[src/rtl/rv_pkg.sv]
// Shared RV32I decode definitions: opcodes, op classes, immediate formats
// and the id/ex pipeline bundle.
package rv_pkg;

    localparam int XLEN = 32;
    localparam int RLEN = 5;

    localparam logic [6:0] OPC_LUI    = 7'b0110111;
    localparam logic [6:0] OPC_AUIPC  = 7'b0010111;
    localparam logic [6:0] OPC_JAL    = 7'b1101111;
    localparam logic [6:0] OPC_JALR   = 7'b1100111;
    localparam logic [6:0] OPC_BRANCH = 7'b1100011;
    localparam logic [6:0] OPC_LOAD   = 7'b0000011;
    localparam logic [6:0] OPC_STORE  = 7'b0100011;
    localparam logic [6:0] OPC_OPIMM  = 7'b0010011;
    localparam logic [6:0] OPC_OP     = 7'b0110011;
    localparam logic [6:0] OPC_FENCE  = 7'b0001111;
    localparam logic [6:0] OPC_SYSTEM = 7'b1110011;

    typedef enum logic [3:0] {
        OP_ALU, OP_ALUI, OP_LOAD, OP_STORE, OP_BRANCH, OP_JAL,
        OP_JALR, OP_LUI, OP_AUIPC, OP_SYS, OP_FENCE
    } op_e;

    typedef enum logic [2:0] {
        IMM_NONE, IMM_I, IMM_S, IMM_B, IMM_U, IMM_J
    } imm_fmt_e;

    typedef struct packed {
        logic [XLEN-1:0] pc;
        op_e             op;
        logic [2:0]      funct3;
        logic            funct7b5;
        logic [RLEN-1:0] rd;
        logic            wr_rd;
        logic [XLEN-1:0] rs1_val;
        logic [XLEN-1:0] rs2_val;
        logic [XLEN-1:0] imm;
        logic            illegal;
    } id_ex_t;

endpackage

[src/rtl/id_stage_if.sv]
// Decode stage bus: fetch handshake, regfile read, writeback, flush and id/ex.
// master = surrounding pipeline, slave = id_stage.
interface id_stage_if #(
    parameter int DATA_WIDTH = 32,
    parameter int REG_ADDR_W = 5
);
    logic                  if_valid;
    logic                  if_ready;
    logic [31:0]           if_instr;
    logic [DATA_WIDTH-1:0] if_pc;
    logic [REG_ADDR_W-1:0] rf_rs1;
    logic [REG_ADDR_W-1:0] rf_rs2;
    logic [DATA_WIDTH-1:0] rf_rs1_data;
    logic [DATA_WIDTH-1:0] rf_rs2_data;
    logic                  wb_en;
    logic [REG_ADDR_W-1:0] wb_rd;
    logic [DATA_WIDTH-1:0] wb_data;
    logic                  flush;
    logic                  ex_valid;
    logic                  ex_ready;
    logic [DATA_WIDTH-1:0] ex_pc;
    rv_pkg::op_e           ex_op;
    logic [2:0]            ex_funct3;
    logic                  ex_funct7b5;
    logic [REG_ADDR_W-1:0] ex_rd;
    logic                  ex_wr_rd;
    logic [DATA_WIDTH-1:0] ex_rs1_val;
    logic [DATA_WIDTH-1:0] ex_rs2_val;
    logic [DATA_WIDTH-1:0] ex_imm;
    logic                  ex_illegal;

    modport master (
        output if_valid, if_instr, if_pc, rf_rs1_data, rf_rs2_data,
        output wb_en, wb_rd, wb_data, flush, ex_ready,
        input  if_ready, rf_rs1, rf_rs2, ex_valid, ex_pc, ex_op,
        input  ex_funct3, ex_funct7b5, ex_rd, ex_wr_rd,
        input  ex_rs1_val, ex_rs2_val, ex_imm, ex_illegal
    );

    modport slave (
        input  if_valid, if_instr, if_pc, rf_rs1_data, rf_rs2_data,
        input  wb_en, wb_rd, wb_data, flush, ex_ready,
        output if_ready, rf_rs1, rf_rs2, ex_valid, ex_pc, ex_op,
        output ex_funct3, ex_funct7b5, ex_rd, ex_wr_rd,
        output ex_rs1_val, ex_rs2_val, ex_imm, ex_illegal
    );
endinterface

[src/rtl/rv_imm_gen.sv]
// Combinational RV32I immediate generator.
// Ports: instr (instruction word), fmt (format select) -> imm (sign-extended).
module rv_imm_gen
    import rv_pkg::*;
(
    input  logic [31:0] instr,
    input  imm_fmt_e    fmt,
    output logic [31:0] imm
);
    logic unused_opc;
    assign unused_opc = ^instr[6:0];

    always_comb begin
        imm = '0;
        unique case (fmt)
            IMM_I: imm = {{20{instr[31]}}, instr[31:20]};
            IMM_S: imm = {{20{instr[31]}}, instr[31:25], instr[11:7]};
            IMM_B: imm = {{19{instr[31]}}, instr[31], instr[7],
                          instr[30:25], instr[11:8], 1'b0};
            IMM_U: imm = {instr[31:12], 12'b0};
            IMM_J: imm = {{11{instr[31]}}, instr[31], instr[19:12],
                          instr[20], instr[30:21], 1'b0};
            default: imm = '0;
        endcase
    end
endmodule

[src/rtl/id_stage.sv]
// RV32I decode / operand fetch with writeback bypass and hazard scoreboard.
// Ports: clk, rst_n (async active-low), bus (id_stage_if.slave).
module id_stage
    import rv_pkg::*;
#(
    parameter int DATA_WIDTH = 32,
    parameter int REG_ADDR_W = 5
) (
    input  logic       clk,
    input  logic       rst_n,
    id_stage_if.slave  bus
);
    localparam int NREG = 1 << REG_ADDR_W;

    logic [6:0]            opcode;
    logic [REG_ADDR_W-1:0] rs1, rs2, rd;
    op_e                   op;
    imm_fmt_e              fmt;
    logic                  use_rs1, use_rs2, writes, illegal;
    logic [DATA_WIDTH-1:0] imm, rs1_val, rs2_val;
    logic                  hit1, hit2, hitd, hazard, accept;
    logic [NREG-1:0]       pending, pending_nx;
    id_ex_t                ex_q, ex_d;
    logic                  ex_valid_q;

    assign opcode = bus.if_instr[6:0];
    assign rs1    = bus.if_instr[19:15];
    assign rs2    = bus.if_instr[24:20];
    assign rd     = bus.if_instr[11:7];

    // Every legal opcode ends in 2'b11, so a bad length lands in default.
    always_comb begin
        op      = OP_ALU;
        fmt     = IMM_NONE;
        use_rs1 = 1'b0;
        use_rs2 = 1'b0;
        writes  = 1'b0;
        illegal = 1'b0;
        unique case (1'b1)
            opcode == OPC_LUI: begin
                op = OP_LUI; fmt = IMM_U; writes = 1'b1;
            end
            opcode == OPC_AUIPC: begin
                op = OP_AUIPC; fmt = IMM_U; writes = 1'b1;
            end
            opcode == OPC_JAL: begin
                op = OP_JAL; fmt = IMM_J; writes = 1'b1;
            end
            opcode == OPC_JALR: begin
                op = OP_JALR; fmt = IMM_I;
                writes = 1'b1; use_rs1 = 1'b1;
            end
            opcode == OPC_BRANCH: begin
                op = OP_BRANCH; fmt = IMM_B;
                use_rs1 = 1'b1; use_rs2 = 1'b1;
            end
            opcode == OPC_LOAD: begin
                op = OP_LOAD; fmt = IMM_I;
                writes = 1'b1; use_rs1 = 1'b1;
            end
            opcode == OPC_STORE: begin
                op = OP_STORE; fmt = IMM_S;
                use_rs1 = 1'b1; use_rs2 = 1'b1;
            end
            opcode == OPC_OPIMM: begin
                op = OP_ALUI; fmt = IMM_I;
                writes = 1'b1; use_rs1 = 1'b1;
            end
            opcode == OPC_OP: begin
                op = OP_ALU; writes = 1'b1;
                use_rs1 = 1'b1; use_rs2 = 1'b1;
            end
            opcode == OPC_FENCE: begin
                op = OP_FENCE; fmt = IMM_I;
            end
            opcode == OPC_SYSTEM: begin
                op = OP_SYS; fmt = IMM_I; writes = 1'b1;
            end
            default: illegal = 1'b1;
        endcase
    end

    rv_imm_gen u_imm (
        .instr (bus.if_instr),
        .fmt   (fmt),
        .imm   (imm)
    );

    assign hit1 = bus.wb_en && (bus.wb_rd == rs1);
    assign hit2 = bus.wb_en && (bus.wb_rd == rs2);
    assign hitd = bus.wb_en && (bus.wb_rd == rd);

    assign rs1_val = (rs1 == '0) ? '0 : hit1 ? bus.wb_data : bus.rf_rs1_data;
    assign rs2_val = (rs2 == '0) ? '0 : hit2 ? bus.wb_data : bus.rf_rs2_data;

    // A register being written back this cycle is no longer a hazard.
    assign hazard = (use_rs1 && pending[rs1] && !hit1)
                 || (use_rs2 && pending[rs2] && !hit2)
                 || (writes && pending[rd] && !hitd);

    assign bus.if_ready = !bus.flush && !hazard
                       && (!ex_valid_q || bus.ex_ready);
    assign accept = bus.if_valid && bus.if_ready;

    always_comb begin
        ex_d          = '0;
        ex_d.pc       = bus.if_pc;
        ex_d.op       = op;
        ex_d.funct3   = bus.if_instr[14:12];
        ex_d.funct7b5 = bus.if_instr[30];
        ex_d.rd       = rd;
        ex_d.wr_rd    = writes && (rd != '0);
        ex_d.rs1_val  = rs1_val;
        ex_d.rs2_val  = rs2_val;
        ex_d.imm      = imm;
        ex_d.illegal  = illegal;
    end

    // Clears first, then the accept-side set so it overrides a same-index clear.
    always_comb begin
        pending_nx = pending;
        if (bus.wb_en)
            pending_nx[bus.wb_rd] = 1'b0;
        if (bus.flush && ex_valid_q && ex_q.wr_rd)
            pending_nx[ex_q.rd] = 1'b0;
        if (accept && ex_d.wr_rd)
            pending_nx[rd] = 1'b1;
        pending_nx[0] = 1'b0;
    end

    always_ff @(posedge clk or negedge rst_n) begin
        if (!rst_n) begin
            pending    <= '0;
            ex_q       <= '0;
            ex_valid_q <= 1'b0;
        end else begin
            pending <= pending_nx;
            if (accept) begin
                ex_q       <= ex_d;
                ex_valid_q <= 1'b1;
            end else if (bus.flush || bus.ex_ready) begin
                ex_valid_q <= 1'b0;
            end
        end
    end

    assign bus.rf_rs1      = rs1;
    assign bus.rf_rs2      = rs2;
    assign bus.ex_valid    = ex_valid_q;
    assign bus.ex_pc       = ex_q.pc;
    assign bus.ex_op       = ex_q.op;
    assign bus.ex_funct3   = ex_q.funct3;
    assign bus.ex_funct7b5 = ex_q.funct7b5;
    assign bus.ex_rd       = ex_q.rd;
    assign bus.ex_wr_rd    = ex_q.wr_rd;
    assign bus.ex_rs1_val  = ex_q.rs1_val;
    assign bus.ex_rs2_val  = ex_q.rs2_val;
    assign bus.ex_imm      = ex_q.imm;
    assign bus.ex_illegal  = ex_q.illegal;
endmodule

[src/flat_wrapper.sv]
// flat-port wrapper written by rule: the top's interface ports become plain ports
module id_stage_flat import rv_pkg::*;
#(
    parameter int DATA_WIDTH = 32,
    parameter int REG_ADDR_W = 5
)
  (clk, rst_n, bus_if_valid, bus_if_instr, bus_if_pc, bus_rf_rs1_data, bus_rf_rs2_data, bus_wb_en, bus_wb_rd, bus_wb_data, bus_flush, bus_ex_ready, bus_if_ready, bus_rf_rs1, bus_rf_rs2, bus_ex_valid, bus_ex_pc, bus_ex_op, bus_ex_funct3, bus_ex_funct7b5, bus_ex_rd, bus_ex_wr_rd, bus_ex_rs1_val, bus_ex_rs2_val, bus_ex_imm, bus_ex_illegal);
  id_stage_if #(.DATA_WIDTH(DATA_WIDTH), .REG_ADDR_W(REG_ADDR_W)) bus_i ();
  input  logic clk;
  input  logic rst_n;
  input wire logic [$bits(bus_i.if_valid)-1:0] bus_if_valid;
  input wire logic [$bits(bus_i.if_instr)-1:0] bus_if_instr;
  input wire logic [$bits(bus_i.if_pc)-1:0] bus_if_pc;
  input wire logic [$bits(bus_i.rf_rs1_data)-1:0] bus_rf_rs1_data;
  input wire logic [$bits(bus_i.rf_rs2_data)-1:0] bus_rf_rs2_data;
  input wire logic [$bits(bus_i.wb_en)-1:0] bus_wb_en;
  input wire logic [$bits(bus_i.wb_rd)-1:0] bus_wb_rd;
  input wire logic [$bits(bus_i.wb_data)-1:0] bus_wb_data;
  input wire logic [$bits(bus_i.flush)-1:0] bus_flush;
  input wire logic [$bits(bus_i.ex_ready)-1:0] bus_ex_ready;
  output wire logic [$bits(bus_i.if_ready)-1:0] bus_if_ready;
  output wire logic [$bits(bus_i.rf_rs1)-1:0] bus_rf_rs1;
  output wire logic [$bits(bus_i.rf_rs2)-1:0] bus_rf_rs2;
  output wire logic [$bits(bus_i.ex_valid)-1:0] bus_ex_valid;
  output wire logic [$bits(bus_i.ex_pc)-1:0] bus_ex_pc;
  output wire logic [$bits(bus_i.ex_op)-1:0] bus_ex_op;
  output wire logic [$bits(bus_i.ex_funct3)-1:0] bus_ex_funct3;
  output wire logic [$bits(bus_i.ex_funct7b5)-1:0] bus_ex_funct7b5;
  output wire logic [$bits(bus_i.ex_rd)-1:0] bus_ex_rd;
  output wire logic [$bits(bus_i.ex_wr_rd)-1:0] bus_ex_wr_rd;
  output wire logic [$bits(bus_i.ex_rs1_val)-1:0] bus_ex_rs1_val;
  output wire logic [$bits(bus_i.ex_rs2_val)-1:0] bus_ex_rs2_val;
  output wire logic [$bits(bus_i.ex_imm)-1:0] bus_ex_imm;
  output wire logic [$bits(bus_i.ex_illegal)-1:0] bus_ex_illegal;
  assign bus_i.if_valid = bus_if_valid;
  assign bus_i.if_instr = bus_if_instr;
  assign bus_i.if_pc = bus_if_pc;
  assign bus_i.rf_rs1_data = bus_rf_rs1_data;
  assign bus_i.rf_rs2_data = bus_rf_rs2_data;
  assign bus_i.wb_en = bus_wb_en;
  assign bus_i.wb_rd = bus_wb_rd;
  assign bus_i.wb_data = bus_wb_data;
  assign bus_i.flush = bus_flush;
  assign bus_i.ex_ready = bus_ex_ready;
  assign bus_if_ready = bus_i.if_ready;
  assign bus_rf_rs1 = bus_i.rf_rs1;
  assign bus_rf_rs2 = bus_i.rf_rs2;
  assign bus_ex_valid = bus_i.ex_valid;
  assign bus_ex_pc = bus_i.ex_pc;
  assign bus_ex_op = bus_i.ex_op;
  assign bus_ex_funct3 = bus_i.ex_funct3;
  assign bus_ex_funct7b5 = bus_i.ex_funct7b5;
  assign bus_ex_rd = bus_i.ex_rd;
  assign bus_ex_wr_rd = bus_i.ex_wr_rd;
  assign bus_ex_rs1_val = bus_i.ex_rs1_val;
  assign bus_ex_rs2_val = bus_i.ex_rs2_val;
  assign bus_ex_imm = bus_i.ex_imm;
  assign bus_ex_illegal = bus_i.ex_illegal;
  id_stage #(.DATA_WIDTH(DATA_WIDTH), .REG_ADDR_W(REG_ADDR_W)) u_core (.clk(clk), .rst_n(rst_n), .bus(bus_i));
endmodule
[config.mk]
export PLATFORM = sky130hd
export DESIGN_NAME = id_stage_flat
export DESIGN_NICKNAME = d
export VERILOG_FILES = /design/src/rtl/rv_pkg.sv /design/src/rtl/id_stage_if.sv /design/src/rtl/rv_imm_gen.sv /design/src/rtl/id_stage.sv /design/src/flat_wrapper.sv
export SDC_FILE = /design/constraint.sdc
export NUM_CORES = 1
export LEC_CHECK = 0
export CAP_MARGIN = 15
export CORE_MARGIN = 5
export CORE_UTILIZATION = 25
export DETAILED_ROUTE_END_ITERATION = 6
export GPL_TIMING_DRIVEN = 1
export PLACE_DENSITY = 0.54
export SYNTH_ARGS = -nofsm -noshare
export SYNTH_HDL_FRONTEND = slang
export SYNTH_SLANG_ARGS = --single-unit
[constraint.sdc]
create_clock -name clk -period 4.1 [get_ports clk]
set_input_delay 1.025 -clock clk [delete_from_list [all_inputs] [get_ports clk]]
set_output_delay 1.025 -clock clk [all_outputs]
set_load 0.05 [all_outputs]
==> results.cfg <==
[layout]
ff_latch_area_sq_um = 4379
fin_area_sq_um = 15150
finalNonFillerCells = 1779
drive_above_1_share = 0.2616
n_fill_cell = 3973
num_antenna_cells = 0
multi_input_area_sq_um = 5224
fin_nets = 1412
syn_to_final_growth_pct = 51.14

[synth]
synthTopCellsByCount = 175 x dfrtp_1, 92 x mux2_2, 92 x mux2i_1, 92 x nor2_1, 42 x mux2_4
synth-seq-cells = 175
ys.flop_type = dfrtp_1
synth_top_cell_by_area = dfrtp_1
synth_edf_count = 0
avgSynthCellArea_sq_um = 11.47
synth.top_cell.area_share = 0.4370
yosys_warnings = 0
async_reset_ff_frac = 1.000
netlist_area_sq_um = 10020
ys_types = 62
synth_area_leaders = dfrtp_1 44%, mux2_2 10%, mux2i_1 9.2%, mux2_4 6.3%, nor2_1 3.4%
synth_cells = 874
synth_nets = 1045
synth_most_common_cell = dfrtp_1
yosysSeqAreaShare = 0.4370

[power_and_ir_drop]
power.density_nw_per_um2 = 393.8
leakage_nw = 6.061
ir_drop_uv = 268.7

[floorplan]
dieArea_sq_um = 44190
initial_core_util = 0.2522
core-area_sq_um = 39730
die_h_um = 210.2
io_pins = 326
num_rows = 73
fp.dieW_um = 210.2

[grt]
grt_overflow_total = 0
busiest_layer = met2
grt.total_usage = 0.1606
grt_antenna_before_repair = 2
grt_pass1_wl_um = 55130
grt_pass1_vias = 8996
grt.met1_usage = 0.2100
grt_max_degree = 94
use_met3 = 0.04658
use_met2 = 0.2578

[routing]
vias_per_cell = 4.854
wl_per_cell_um = 20.65
ant_nets = 0
routed_wl_um = 36730
vias = 8636
first_pass_iters = 7
drc = 0
drt_iter0_drc = 619

[place]
dpl-instance-area_sq_um = 14340
place_congestion = 0.8238
dp_hpwl_um = 27230
place_ws_ps = -536.1
io_buffer_count = 325
dp.cells = 1742

[clocking]
cts-htree-levels = 4
cts_sinks = 175
cts-root-buf = clkbuf_16
clockBufferDepth = 2
cts_tree = built
cts_hold_repair.buffers = 0
clk_latency_ps = 450
clk_pin_slew_worst_paths_ps = 70
cts_buffers = 17

[setup_path]
crit_slowest_cell = clkdlybuf4s50_1
end_kind = output pin
cp_max_fo = 14
cp.required_ps = 3070
rr_worst_depth = 10
crit_type = input port to output pin
worstSetupStartpointType = input port
worstPathArrival_ps = 3000
cp_slowest_stage_delay_ps = 500
crit_chain = clkdlybuf4s50_1 -> buf_4 -> nor4bb_2 -> a31o_2 -> o21ai_2 -> a31oi_2 -> a311oi_4 -> nor2b_4 -> buf_12

[sta]
rsz0062_at_grt = no
slew_headroom = 0.4146
fmaxAchievable_mhz = 248.4
finalCritPeriodShare = 0.9818
finalClockSkew_ps = 11.13
worst_slack_ps = 74.82
finalSetupViolations = 0
hold_violations = 0
whs_ps = 504.9
maxSlewViolCount = 0
worstMarginPinSlew_ps = 878.0
period_needed_ps = 4025

[hold_path]
worstHoldPathCells = 1
hold_class = flop to flop

[job]
cap_violations = 0

[outcome]
status = finished clean
-- state kept, by name, summed over array words and instances (netlist names), 3 cells and up --
signal / cells
u_core.bus.ex_imm: 32
u_core.bus.ex_pc: 32
u_core.bus.ex_rs1_val: 32
u_core.bus.ex_rs2_val: 32
u_core.pending: 31
u_core.bus.ex_rd: 5
u_core.bus.ex_op: 4
u_core.bus.ex_funct3: 3
-- metal layers --
layer	up-vias	share of wire
li1	3923	-
met5	-	0.00057
met2	405	0.47
met4	4	0.025
met3	62	0.079
met1	4242	0.43
-- report_power, final --
group	leakage (nW)	total (mW)	switching, mW	internal (mW)
Sequential	2.20	2.11	0.148	1.96
Combinational	3.60	2.26	1.35	0.919
Clock	0.262	1.59	0.735	0.859
-- what timing repair did --
item                                    in CTS  in global routing
setup buffers                                0                  3
hold endpoints to repair                     0                  0
resized for setup                           31                 31
pin swaps                                    5                  8
endpoints found under the setup margin       1                  1
cloned                                       1                  1
-- kinds of logic (layout without fill, tap and decap cells) --
kind of cell | count (synthesis) | in the layout | share of synthesized area
simple gates | 197 | 197 | 0.09652
mux | 241 | 241 | 0.2927
buf+inv | 105 | 485 | 0.05893
flops | 175 | 175 | 0.4370
xor+xnor | 16 | 16 | 0.01398
compound gates | 140 | 140 | 0.1009
-- metrics by stage --
step                TNS, ps  utilization  total power, mW
global route              0       0.3812            6.222
finish                    0       0.3812            5.964
global placement     -32730       0.3610            4.371
detailed placement   -29400       0.3610            4.390
floorplan                 0            -            3.469
CTS                       0       0.3782            6.036
-- final cells by class --
class | instances | share of cell area
clock buffers | 21 | 0.02974
clock inverters | 11 | 0.007104
inverters | 27 | 0.006691
repair buffers | 426 | 0.2791
well taps | 525 | 0.04337
flip-flops and latches | 175 | 0.2891
multi-input cells | 594 | 0.3449
-- worst max-delay path: cells and delay by family --
kind | cells | cell delay, ps
AO/OA/AOI/OAI | 4 | 650
AND/OR/NAND/NOR | 2 | 460
buffers and inverters | 3 | 860
-- cell usage in the layout (no fill, tap or decap), drive strengths merged, types with 8 or more instances in the layout --
cell type,count
nor2,92
mux2,134
dfrtp,175
clkbuf,24
nand3,8
inv,30
clkdlybuf4s50,304
buf,110
nand2,29
a21oi,28
o221ai,31
xnor2,11
mux2i,92
mux4,15
nor2b,12
o41ai,16
nand3b,14
o21ai,27
-- final timing paths --
path | from | slack (ps) | to
worst min-delay path | u_core.bus.ex_rs1_val[9] | 500 | u_core.bus.ex_rs1_val[9]
min in group asynchronous | rst_n | 620 | u_core.pending[4]
worst max-delay path | bus_if_instr[5] | 70 | bus_if_ready
max in group asynchronous | rst_n | 2640 | u_core.bus.ex_rs1_val[10]
worst max register to register | u_core.pending[13] | 920 | u_core.bus.ex_imm[28]
worst min register to register | u_core.bus.ex_rs1_val[9] | 500 | u_core.bus.ex_rs1_val[9]
(Power assumes the default switching activity.)
